## src/rtl/hc595_ctrl_if.sv

```systemverilog
// hc595_ctrl_if: pin bundle between the seven-segment scanner, the 74HC595
// serialiser and the shift-register chain.
//   sel[5:0]   digit select from the scanner (bit n drives digit n)
//   seg[7:0]   segment pattern from the scanner (bit 7 is the DP)
//   ds         serial data to the 595 DS pin
//   shcp       shift clock to the 595 SHCP pin
//   stcp       storage latch clock to the 595 STCP pin
//   oe         active-low output enable to the 595 OE pin
//   frame_done one-cycle pulse per completed latch
// There is no valid/ready handshake: sel/seg are level signals sampled once
// per frame, and every output is a free-running registered pin.
interface hc595_ctrl_if;
  logic [5:0] sel;
  logic [7:0] seg;
  logic       ds;
  logic       shcp;
  logic       stcp;
  logic       oe;
  logic       frame_done;

  // master: the side that supplies the scanner data and watches the pins
  modport master (
    output sel, seg,
    input  ds, shcp, stcp, oe, frame_done
  );

  // slave: the serialiser itself
  modport slave (
    input  sel, seg,
    output ds, shcp, stcp, oe, frame_done
  );
endinterface

```

## src/rtl/hc595_ctrl.sv

```systemverilog
// hc595_ctrl: serialises the scanner's {seg, sel} pair into two daisy-chained
// 74HC595s. Each frame is 15 slots of 2*CLK_DIV cycles: slots 0..13 shift one
// bit (LSB of {seg, sel} first) with shcp rising mid-slot, slot 14 pulses
// stcp in its second half. Frames repeat back-to-back.
// Ports:
//   sys_clk  system clock
//   sys_rst  asynchronous active-high reset
//   bus      hc595_ctrl_if.slave (sel/seg in, ds/shcp/stcp/oe/frame_done out)
// Parameter:
//   CLK_DIV  sys_clk cycles per shcp half-period, 1..8
module hc595_ctrl #(
  parameter int CLK_DIV = 2
) (
  input  logic        sys_clk,
  input  logic        sys_rst,
  hc595_ctrl_if.slave bus
);

  localparam int PW = (2 * CLK_DIV > 2) ? $clog2(2 * CLK_DIV) : 1;
  localparam logic [PW-1:0] P_LAST = PW'(2 * CLK_DIV - 1);
  localparam logic [PW-1:0] P_HALF = PW'(CLK_DIV);
  localparam logic [3:0]    S_LATCH = 4'd14;

  logic [PW-1:0] p, p_n;
  logic [3:0]    s, s_n;
  logic [13:0]   shadow, shadow_n;
  logic          run;
  logic          frame_end;
  logic          hi_half;
  logic          latch_slot;
  logic          ds_n;

  logic ds_q, shcp_q, stcp_q, oe_q, frame_done_q;

  // Next-state of the counters and the shadow word. The first edge after
  // reset release only captures the inputs and parks the counters at (0,0),
  // so cycle 0 already presents F[0].
  always_comb begin
    p_n       = p;
    s_n       = s;
    shadow_n  = shadow;
    frame_end = 1'b0;
    if (!run) begin
      p_n      = '0;
      s_n      = '0;
      shadow_n = {bus.seg, bus.sel};
    end else if (p == P_LAST) begin
      p_n = '0;
      if (s == S_LATCH) begin
        s_n       = '0;
        shadow_n  = {bus.seg, bus.sel};
        frame_end = 1'b1;
      end else begin
        s_n = s + 4'd1;
      end
    end else begin
      p_n = p + 1'b1;
    end
  end

  // Pins are decoded from the next state so they line up with the counters
  // in the same cycle while still coming straight out of flops.
  always_comb begin
    hi_half    = (p_n >= P_HALF);
    latch_slot = (s_n == S_LATCH);
    ds_n       = 1'b0;
    if (!latch_slot) begin
      ds_n = shadow_n[s_n];
    end
  end

  always_ff @(posedge sys_clk or posedge sys_rst) begin
    if (sys_rst) begin
      p            <= '0;
      s            <= '0;
      shadow       <= '0;
      run          <= 1'b0;
      ds_q         <= 1'b0;
      shcp_q       <= 1'b0;
      stcp_q       <= 1'b0;
      frame_done_q <= 1'b0;
      oe_q         <= 1'b1;
    end else begin
      p            <= p_n;
      s            <= s_n;
      shadow       <= shadow_n;
      run          <= 1'b1;
      ds_q         <= ds_n;
      shcp_q       <= hi_half & ~latch_slot;
      stcp_q       <= hi_half & latch_slot;
      frame_done_q <= latch_slot && (p_n == P_HALF);
      // Display stays blanked until the first fully shifted frame has been
      // latched, hiding whatever the 595s powered up with.
      if (frame_end) begin
        oe_q <= 1'b0;
      end
    end
  end

  assign bus.ds         = ds_q;
  assign bus.shcp       = shcp_q;
  assign bus.stcp       = stcp_q;
  assign bus.oe         = oe_q;
  assign bus.frame_done = frame_done_q;

endmodule
```

## src/flat_wrapper.sv

```systemverilog
// flat-port wrapper written by rule: the top's interface ports become plain ports
module hc595_ctrl_flat 
#(
  parameter int CLK_DIV = 2
)
  (sys_clk, sys_rst, bus_sel, bus_seg, bus_ds, bus_shcp, bus_stcp, bus_oe, bus_frame_done);
  hc595_ctrl_if bus_i ();
  input  logic sys_clk;
  input  logic sys_rst;
  input wire logic [$bits(bus_i.sel)-1:0] bus_sel;
  input wire logic [$bits(bus_i.seg)-1:0] bus_seg;
  output wire logic [$bits(bus_i.ds)-1:0] bus_ds;
  output wire logic [$bits(bus_i.shcp)-1:0] bus_shcp;
  output wire logic [$bits(bus_i.stcp)-1:0] bus_stcp;
  output wire logic [$bits(bus_i.oe)-1:0] bus_oe;
  output wire logic [$bits(bus_i.frame_done)-1:0] bus_frame_done;
  assign bus_i.sel = bus_sel;
  assign bus_i.seg = bus_seg;
  assign bus_ds = bus_i.ds;
  assign bus_shcp = bus_i.shcp;
  assign bus_stcp = bus_i.stcp;
  assign bus_oe = bus_i.oe;
  assign bus_frame_done = bus_i.frame_done;
  hc595_ctrl #(.CLK_DIV(CLK_DIV)) u_core (.sys_clk(sys_clk), .sys_rst(sys_rst), .bus(bus_i));
endmodule
```

## config.mk

```make
export PLATFORM = sky130hd
export DESIGN_NAME = hc595_ctrl_flat
export DESIGN_NICKNAME = d
export VERILOG_FILES = /design/src/rtl/hc595_ctrl_if.sv /design/src/rtl/hc595_ctrl.sv /design/src/flat_wrapper.sv
export SDC_FILE = /design/constraint.sdc
export NUM_CORES = 1
export LEC_CHECK = 0
export CORE_MARGIN = 5
export CORE_UTILIZATION = 50
export CTS_BUF_LIST = sky130_fd_sc_hd__clkbuf_16
export DETAILED_ROUTE_END_ITERATION = 10
export PLACE_DENSITY = 0.84
export SLEW_MARGIN = 20
export SYNTH_ARGS = -nofsm -noshare
export SYNTH_HDL_FRONTEND = slang
export SYNTH_SLANG_ARGS = --single-unit
```

## constraint.sdc

```tcl
create_clock -name sys_clk -period 3.6 [get_ports sys_clk]
set_input_delay 0.72 -clock sys_clk [delete_from_list [all_inputs] [get_ports sys_clk]]
set_output_delay 0.72 -clock sys_clk [all_outputs]
set_load 0.02 [all_outputs]
```

==> results.tsv, run 1 <==
metric	value	unit
Levels on crit path	7	
# Post-CTS Setup Buffers	0	
Synth Instances	121	
Critical Path RT	3.77	ns
Post-CTS Resized	0	
worst-margin pin slew	0.9172	ns
CTS Hold Bufs	0	
EDFF count, synth	0	
dpl ws	1.322	ns
Max VDD drop	0.0003257	V
I/O Pins	21	
leak pwr	0.7602	nW
CTS tree	yes	
distinct cell type count after synthesis	47	
DRT Pass-1 Iters	4	
Synth Area in Adders	2.632	%
GR Layer Usage met3	2.842	%
worst-path fanout max	16	
status	complete, no violations	
largest net degree at the start of global routing	27	
Max transition margin	38.47	%
slowest CP cell	dfrtp_1	
yosys warns	0	
WL final	2832	um
NetSw	0.0001700	W
mux share of post-synthesis cell area	17.11	%
Clock Root Buffer	clkbuf_16	
Crit Path Class	register to register	
fmax	425.9	MHz
met2 usage	26.52	%
Reg2Reg Setup Slack	1.25	ns
drt wl/cell	16.66	um
#FFs+latches synth	26	
Compound-Gate Fraction of Synth Area	11.23	%
Total Neg Setup Slack	0	ns
Int Pwr	0.0006009	W
vias	1001	
area of the die	4021	um2
Critical R2R Capture	u_core.bus.ds	
Comb pwr share	15.0	%
Post-synth ARST share	100.0	%
power per cell area	449.4	nW/um2
ANT cells	0	
dpl hpwl	2022	um
buffers plus inverters on the worst setup path	1	
core area	2734	um2
Initial DRC Count	28	
first-pass GRT wire length	5112	um
syn_area_per_cell	11.79	um2
largest family of logic cells by synthesized area	multiplexers	
Fin. Hold Viols	0	
initial antenna violation count	0	
worst r2r path cells	7	
DRC viols	0	
Tightest Hold Check Type	register to register	
post-synthesis sequential area ratio	45.70	%
width of the die	63.41	um
Storage cell area	651.9	um2
number of port buffers	20	
post-synthesis simple-gate area fraction	16.40	%
Arrival @ worst endpoint	2.52	ns
routability cong.	0.8387	
Crit. Startpoint	u_core.s[0]	
delay-heaviest family, CP	compound AO/OA/AOI/OAI gates	
# nets final	159	
number of global-route vias before repair	1101	
global routing's busiest layer	met2	
Worst Setup Start Kind	register	
max cap viols	0	
H-Tree Depth	1	
GRT Overall Usage	15.49	%
worst setup margin	1.252	ns
Clock Latency Late Sink	0.26	ns
sw frac	22.05	%
Routed Antenna Nets	0	
area of the multi-input gates	696.9	um2
Fill cells	211	
Clock Sinks	26	
Setup crit end	u_core.bus.ds	
Initial Util	52.17	%
Critical Path, Cell by Cell	inv_1 > ha_1 > a31oi_1 > mux2i_1 > o21ba_1 > o311a_1 > o32ai_2	
Most used DFF post-synth	dfrtp_1	
area grow syn2layout	20.26	%
Via density	5.888	
met1 GRT Util	19.34	%
# rows	19	
fin cells	170	
worst hold stages	1	
fin crit period	2.348	ns
CTS clk-pin slew, worst paths	0.07	ns
mapped cell area	1426	um2
TritonCTS Buffers	3	
RR Startpoint	u_core.s[0]	
Net Count, Synth	140	
Synth Area in XOR/XNOR	1.228	%
fraction of layout cells with a size suffix above 1	20.14	%
GRT Residual Overflow	0	
placed cell count	166	
register share of total power	43.2	%
Tcrit/Tclk final	65.22	%
final setup vio count	0	
Worst setup EP type	register	
RSZ-0062 raised after global routing	false	
Worst Clk Skew	0.004233	ns
Max Root-Sink Buffers	2	
Final Power	0.0007709	W
Die Ht	63.41	um
max-slew violations	0	
delay of the slowest critical-path stage	0.67	ns
clock power share	41.8	%
[worst register-to-register path, delay by kind of cell (launching register included)]
family / cells / cell delay (ns)
AO/OA/AOI/OAI: 4 / 1.03
flip-flops: 1 / 0.67
adder cells (fa/ha/maj): 1 / 0.29
buffers and inverters: 1 / 0.14
multiplexers: 1 / 0.13
[routing by layer]
metal	part of all wire, %	wire, um
met4	0.99	28
met5	0	0
met1	42	1176
met2	52	1464
met3	5.8	163
[power by group through the flow]
stage                     logic (W)  registers [W]  clock network [W]
final                      0.000116       0.000333           0.000322
after global routing       0.000126       0.000335           0.000339
after CTS                  0.000116       0.000332           0.000327
after detailed placement   0.000115       0.000338                  0
after global placement     0.000111       0.000336                  0
after floorplan           0.0000834       0.000333                  0
[cell usage in the layout, fill, tap and decap left out, drive strengths merged, types with 4 or more instances in the layout]
cell	netlist	final
mux2i	6	6
dfrtp	25	25
nor2	7	7
and2	4	4
mux2	13	13
a21oi	4	4
nand2	10	10
nand4	4	4
clkdlybuf4s50	0	20
inv	6	5
[cells in the mapped netlist (2+ instances only)]
library cell,count,share of area [%]
inv_1,5,1.3
nor2_1,7,1.8
buf_6,4,3.2
mux2_4,10,11
o21ai_1,2,0.70
ha_1,3,2.6
mux2_2,3,2.4
and2_1,2,0.88
a21oi_1,4,1.4
nand2_1,10,2.6
nand4_1,2,0.88
nand3_1,3,1.1
dfrtp_1,25,44
buf_2,2,0.70
or2_1,2,0.88
mux2i_1,6,4.2
[worst min-delay path by stage]
stage,from,end,slack (ns)
2_1_floorplan,u_core.p[0],u_core.p[0],0.42
4_1_cts,u_core.p[0],u_core.p[0],0.45
3_3_place_gp,u_core.p[0],u_core.p[0],0.44
5_1_grt,u_core.p[0],u_core.p[0],0.45
6_report,u_core.p[0],u_core.p[0],0.44
3_5_place_dp,u_core.p[0],u_core.p[0],0.44
[state kept, by name, indices dropped and copies added (netlist names)]
| name | cells |
|---|---|
| u_core.shadow | 14 |
| u_core.s | 4 |
| u_core.p | 2 |
| u_core.bus.ds | 1 |
| u_core.bus.frame_done | 1 |
| u_core.bus.oe | 1 |
| u_core.bus.shcp | 1 |
| u_core.bus.stcp | 1 |
| u_core.run | 1 |
[area by class of cell]
| cell class | instances | share of cell area, % |
|---|---|---|
| timing repair buffer | 20 | 11.67 |
| sequential | 26 | 38.00 |
| multi-input combinational | 83 | 40.63 |
| clock inverter | 1 | 1.751 |
| tap | 31 | 2.261 |
| inverter | 6 | 1.313 |
| clock buffer | 3 | 4.376 |
[stage by stage]
stage | utilization (%) | hold slack [ns] | cell area (um2)
2_1_floorplan | - | 0.4162 | 1426
3_3_place_gp | 58.90 | 0.4367 | 1610
3_5_place_dp | 58.90 | 0.4378 | 1610
4_1_cts | 62.75 | 0.4475 | 1715
5_1_grt | 62.75 | 0.4547 | 1715
6_report | 62.75 | 0.4435 | 1715
[kinds of logic after synthesis]
group	Yosys count
and+or+nand+nor	39
AOI/OAI and AO/OA	19
muxes	19
DFF	26
other	1
adders and majority gates	3
buffers and inverters	12
xor gates and xnor gates	2
Note: power is estimated with default switching activity, not from simulation.
==> run 2, diff against run 1 <==
- CORE_UTILIZATION: 50 -> 48
- PLACE_DENSITY: 0.84 -> 0.85
- clock period: 3.6 -> 1.91 ns (I/O delays scaled with it)
==> results.tsv, run 2 (synthesis results as in run 1) <==
metric	value	unit
buffers plus inverters on the worst setup path	2	
Initial DRC Count	50	
final setup vio count	0	
commonest non-fill, non-tap cell in the layout	dfrtp_1	
fraction of layout cells with a size suffix above 1	30.32	%
Fin. Hold Viols	0	
worst setup margin	0.06141	ns
first-pass GRT wire length	5175	um
status	complete, no violations	
width of the die	64.51	um
Arrival @ worst endpoint	1.98	ns
dpl ws	-0.04437	ns
NetSw	0.0003336	W
placed cell area	1727	um2
routability cong.	0.8969	
register share of total power	41.8	%
delay-heaviest family, CP	compound AO/OA/AOI/OAI gates	
Comb pwr share	17.5	%
I/O Pins	21	
GRT Residual Overflow	0	
dpl hpwl	2268	um
Finished Cell Area	1877	um2
number of global-route vias before repair	1101	
Final Power	0.001493	W
Int Pwr	0.001159	W
Tightest Hold Check Type	register to register	
# nets final	175	
Regs by FF count	u_core.shadow x14, u_core.s x4, u_core.p x2	
sw frac	22.34	%
max cap viols	0	
Top reg by flops	u_core.shadow	
Tcrit/Tclk final	96.78	%
slowest CP cell	dfrtp_1	
Max Root-Sink Buffers	2	
Max VDD drop	0.0004856	V
max-slew violations	0	
worst-path fanout max	6	
WL final	3156	um
power per cell area	795.5	nW/um2
Clock Root Buffer	clkbuf_16	
fmax	541.0	MHz
fin cells	186	
TritonCTS Buffers	3	
ANT cells	0	
commonest non-fill, non-tap cells in the layout	25 x dfrtp_1, 20 x clkdlybuf4s50_1, 16 x buf_4, 10 x nand2_1, 10 x mux2_4	
max reg flops	14	
Worst Setup Start Kind	register	
Die Ht	64.51	um
CTS Hold Bufs	0	
Initial Util	50.85	%
Worst Clk Skew	0.002476	ns
number of port buffers	20	
Worst setup EP type	register	
Clock Sinks	26	
# rows	19	
core area	2805	um2
DRC viols	0	
Critical Path RT	2.04	ns
CTS clk-pin slew, worst paths	0.06	ns
drt wl/cell	16.97	um
largest net degree at the start of global routing	27	
DRT Pass-1 Iters	4	
leak pwr	0.8476	nW
area grow syn2layout	31.58	%
vias	1074	
Critical Path, Cell by Cell	ha_4 > xnor2_1 > buf_4 > buf_4 > o211ai_1 > o221ai_1 > a21oi_1 > o32ai_2	
Clock Latency Late Sink	0.26	ns
CTS tree	yes	
H-Tree Depth	1	
Routed Antenna Nets	0	
Critical Path Most Common Cell	buf_4	
area of the die	4162	um2
Via density	5.774	
fin crit period	1.849	ns
GRT Overall Usage	16.23	%
delay of the slowest critical-path stage	0.42	ns
initial antenna violation count	0	
clock power share	40.7	%
Crit Path Class	register to register	
Fill cells	216	
placed cell count	180	
==> run 2: cell type report <==
| class | count | area (um2) | area share (%) |
|---|---|---|---|
| Inverter | 6 | 22.52 | 1.200 |
| Timing Repair Buffer | 36 | 320.3 | 17.07 |
| Clock inverter | 1 | 30.03 | 1.600 |
| Multi-Input combinational cell | 83 | 738.2 | 39.33 |
| Sequential cell | 26 | 651.9 | 34.73 |
| Tap cell | 31 | 38.79 | 2.067 |
| Clock buffer | 3 | 75.07 | 4.000 |
==> run 2: through the flow <==
stage | TNS (ns) | hold slack [ns] | utilization, %
global route | -0.003237 | 0.4804 | 66.90
floorplan | 0 | 0.4162 | -
finish | 0 | 0.4602 | 66.90
CTS | 0 | 0.4624 | 65.39
detailed placement | -0.04437 | 0.4531 | 61.55
global placement | 0 | 0.4390 | 61.55
==> run 2: power by group through the flow <==
stage | logic (W) | registers (W) | clock network, W
2_1_floorplan | 0.000158 | 0.000628 | 0
3_3_place_gp | 0.000244 | 0.000629 | 0
3_5_place_dp | 0.000250 | 0.000632 | 0
4_1_cts | 0.000256 | 0.000622 | 0.000616
5_1_grt | 0.000282 | 0.000630 | 0.000647
6_report | 0.000262 | 0.000623 | 0.000608
==> run 2: path summary, 6_finish.rpt <==
path                       slack [ns]           from  cells after the start       endpoint
min in group asynchronous        0.48        sys_rst                      3    u_core.p[1]
max in group asynchronous        1.13        sys_rst                      3  u_core.bus.oe
hold / removal                   0.46  u_core.bus.oe                      1  u_core.bus.oe
setup / recovery                 0.06    u_core.p[0]                      8  u_core.bus.ds
setup reg to reg                 0.06    u_core.p[0]                      8  u_core.bus.ds
hold reg to reg                  0.46  u_core.bus.oe                      1  u_core.bus.oe
==> run 2: metal layers <==
layer	vias up	track usage (%)	wire [um]
met5	-	0	0
met4	0	5.277	41
met3	4	4.318	146
met2	34	29.64	1688
met1	535	18.35	1280
li1	501	-	-
==> run 2: what timing repair did <==
item,4_1_cts,5_1_grt
setup buffers,0,2
pin swaps,0,4
setup endpoints to repair,1,1
resized for setup,1,3
cloned,0,0
==> run 2: worst register-to-register path, cell delays in order (launching register included) <==
cell,delay [ns]
dfrtp_1,0.42
ha_4,0.20
xnor2_1,0.14
buf_4,0.15
buf_4,0.13
o211ai_1,0.24
o221ai_1,0.15
a21oi_1,0.17
o32ai_2,0.11
==> run 3, diff against run 2 <==
- RECOVER_POWER: unset -> 50
==> results.tsv, run 3 (synthesis results as in run 1) <==
metric	value	unit
drt wl/cell	16.97	um
Max Root-Sink Buffers	2	
Finished Cell Area	1874	um2
GRT Residual Overflow	0	
commonest non-fill, non-tap cell in the layout	dfrtp_1	
TritonCTS Buffers	3	
status	complete, no violations	
Max transition margin	56.67	%
Fill cells	217	
largest net degree at the start of global routing	27	
Routed Antenna Nets	0	
leak pwr	0.8473	nW
Core Util, Final	66.82	%
Critical Path RT	2.04	ns
Top reg by flops	u_core.shadow	
dpl ws	-0.04437	ns
Tightest Hold Check Type	register to register	
commonest non-fill, non-tap cells in the layout	25 x dfrtp_1, 19 x clkdlybuf4s50_1, 15 x buf_4, 10 x nand2_1, 10 x mux2_4	
worst-margin pin slew	0.6499	ns
Arrival @ worst endpoint	1.98	ns
DRC viols	0	
power per cell area	796.0	nW/um2
routability cong.	0.8969	
DRT Pass-1 Iters	4	
area of the multi-input gates	738.2	um2
worst-path fanout max	6	
Clock Sinks	26	
max cap viols	0	
Initial Util	50.85	%
Storage cell area	651.9	um2
fraction of layout cells with a size suffix above 1	30.32	%
WL final	3157	um
placed cell area	1727	um2
area grow syn2layout	31.40	%
H-Tree Depth	1	
core area	2805	um2
Regs by FF count	u_core.shadow x14, u_core.s x4, u_core.p x2	
number of global-route vias before repair	1101	
Crit Path Class	register to register	
max reg flops	14	
Clock Latency Late Sink	0.26	ns
first-pass GRT wire length	5175	um
CTS tree	yes	
Worst Setup Start Kind	register	
fin crit period	1.849	ns
worst setup margin	0.06140	ns
Initial DRC Count	50	
slowest CP cell	dfrtp_1	
Max VDD drop	0.0004846	V
Clock Root Buffer	clkbuf_16	
Fin. Hold Viols	0	
CTS clk-pin slew, worst paths	0.06	ns
Tcrit/Tclk final	96.79	%
delay of the slowest critical-path stage	0.42	ns
initial antenna violation count	0	
fmax	541.0	MHz
number of port buffers	20	
dpl hpwl	2268	um
area of the die	4162	um2
Die Ht	64.51	um
vias	1074	
# rows	19	
I/O Pins	21	
CTS Hold Bufs	0	
GRT Overall Usage	16.23	%
# nets final	175	
Worst setup EP type	register	
max-slew violations	0	
final setup vio count	0	
ANT cells	0	
Critical Path, Cell by Cell	ha_4 > xnor2_1 > buf_4 > buf_4 > o211ai_1 > o221ai_1 > a21oi_1 > o32ai_2	
Worst Clk Skew	0.002476	ns
Critical Path Most Common Cell	buf_4	
Via density	5.774	
width of the die	64.51	um
[run 3: cell count changes in the layout (fill, tap and decap cells not counted), sizes merged]
cell           previous run  this run
clkdlybuf4s50            20        19
clkbuf                    3         4
dlygate4sd3               0         1
buf                      16        15
[run 3: worst paths after layout]
path | startpoint | depth (start not counted) | slack, ns | end
max in group asynchronous | sys_rst | 3 | 0.75 | u_core.s[0]
min in group asynchronous | sys_rst | 3 | 0.73 | u_core.p[1]
worst max register to register | u_core.p[0] | 8 | 0.06 | u_core.bus.ds
worst max-delay path | u_core.p[0] | 8 | 0.06 | u_core.bus.ds
worst min-delay path | u_core.bus.oe | 1 | 0.46 | u_core.bus.oe
worst min register to register | u_core.bus.oe | 1 | 0.46 | u_core.bus.oe
[run 3: power by group]
part	switching (W)	internal, W	total (W)
Combinational	0.000112	0.000149	0.000261
Sequential	0.0000309	0.000593	0.000623
Clock	0.000191	0.000417	0.000608
[run 3: per-layer routing]
metal / up-vias / global-route usage, % / wire, um
li1: 501 / - / -
met4: 0 / 5.277 / 41
met1: 535 / 18.35 / 1280
met5: - / 0 / 0
met2: 34 / 29.64 / 1689
met3: 4 / 4.318 / 146
[run 3: area by class of cell]
type,instances,area share [%]
Timing Repair Buffer,36,16.96
Sequential cell,26,34.78
Clock inverter,1,1.602
Inverter,6,1.202
Tap cell,31,2.069
Multi-Input combinational cell,83,39.39
Clock buffer,3,4.005
[run 3: timing repair]
item,4_1_cts,5_1_grt
resized for setup,1,3
buffers inserted,0,2
setup endpoints to repair,1,1
pin swaps,0,4
[run 3: through the flow]
step                cells  total power (W)   TNS [ns]  hold slack [ns]
finish                186         0.001492          0           0.4602
global route          186         0.001557  -0.003237           0.4804
CTS                   184         0.001493          0           0.4624
detailed placement    180        0.0008826   -0.04437           0.4531
global placement      180        0.0008722          0           0.4390
floorplan             121        0.0007867          0           0.4162
[run 3: critical path, delay by kind of cell, from the launching register on]
| kind | cells | cell delay (ns) |
|---|---|---|
| compound gates | 4 | 0.67 |
| flops | 1 | 0.42 |
| buf+inv | 2 | 0.28 |
| fa+ha+maj | 1 | 0.20 |
| xor+xnor | 1 | 0.14 |
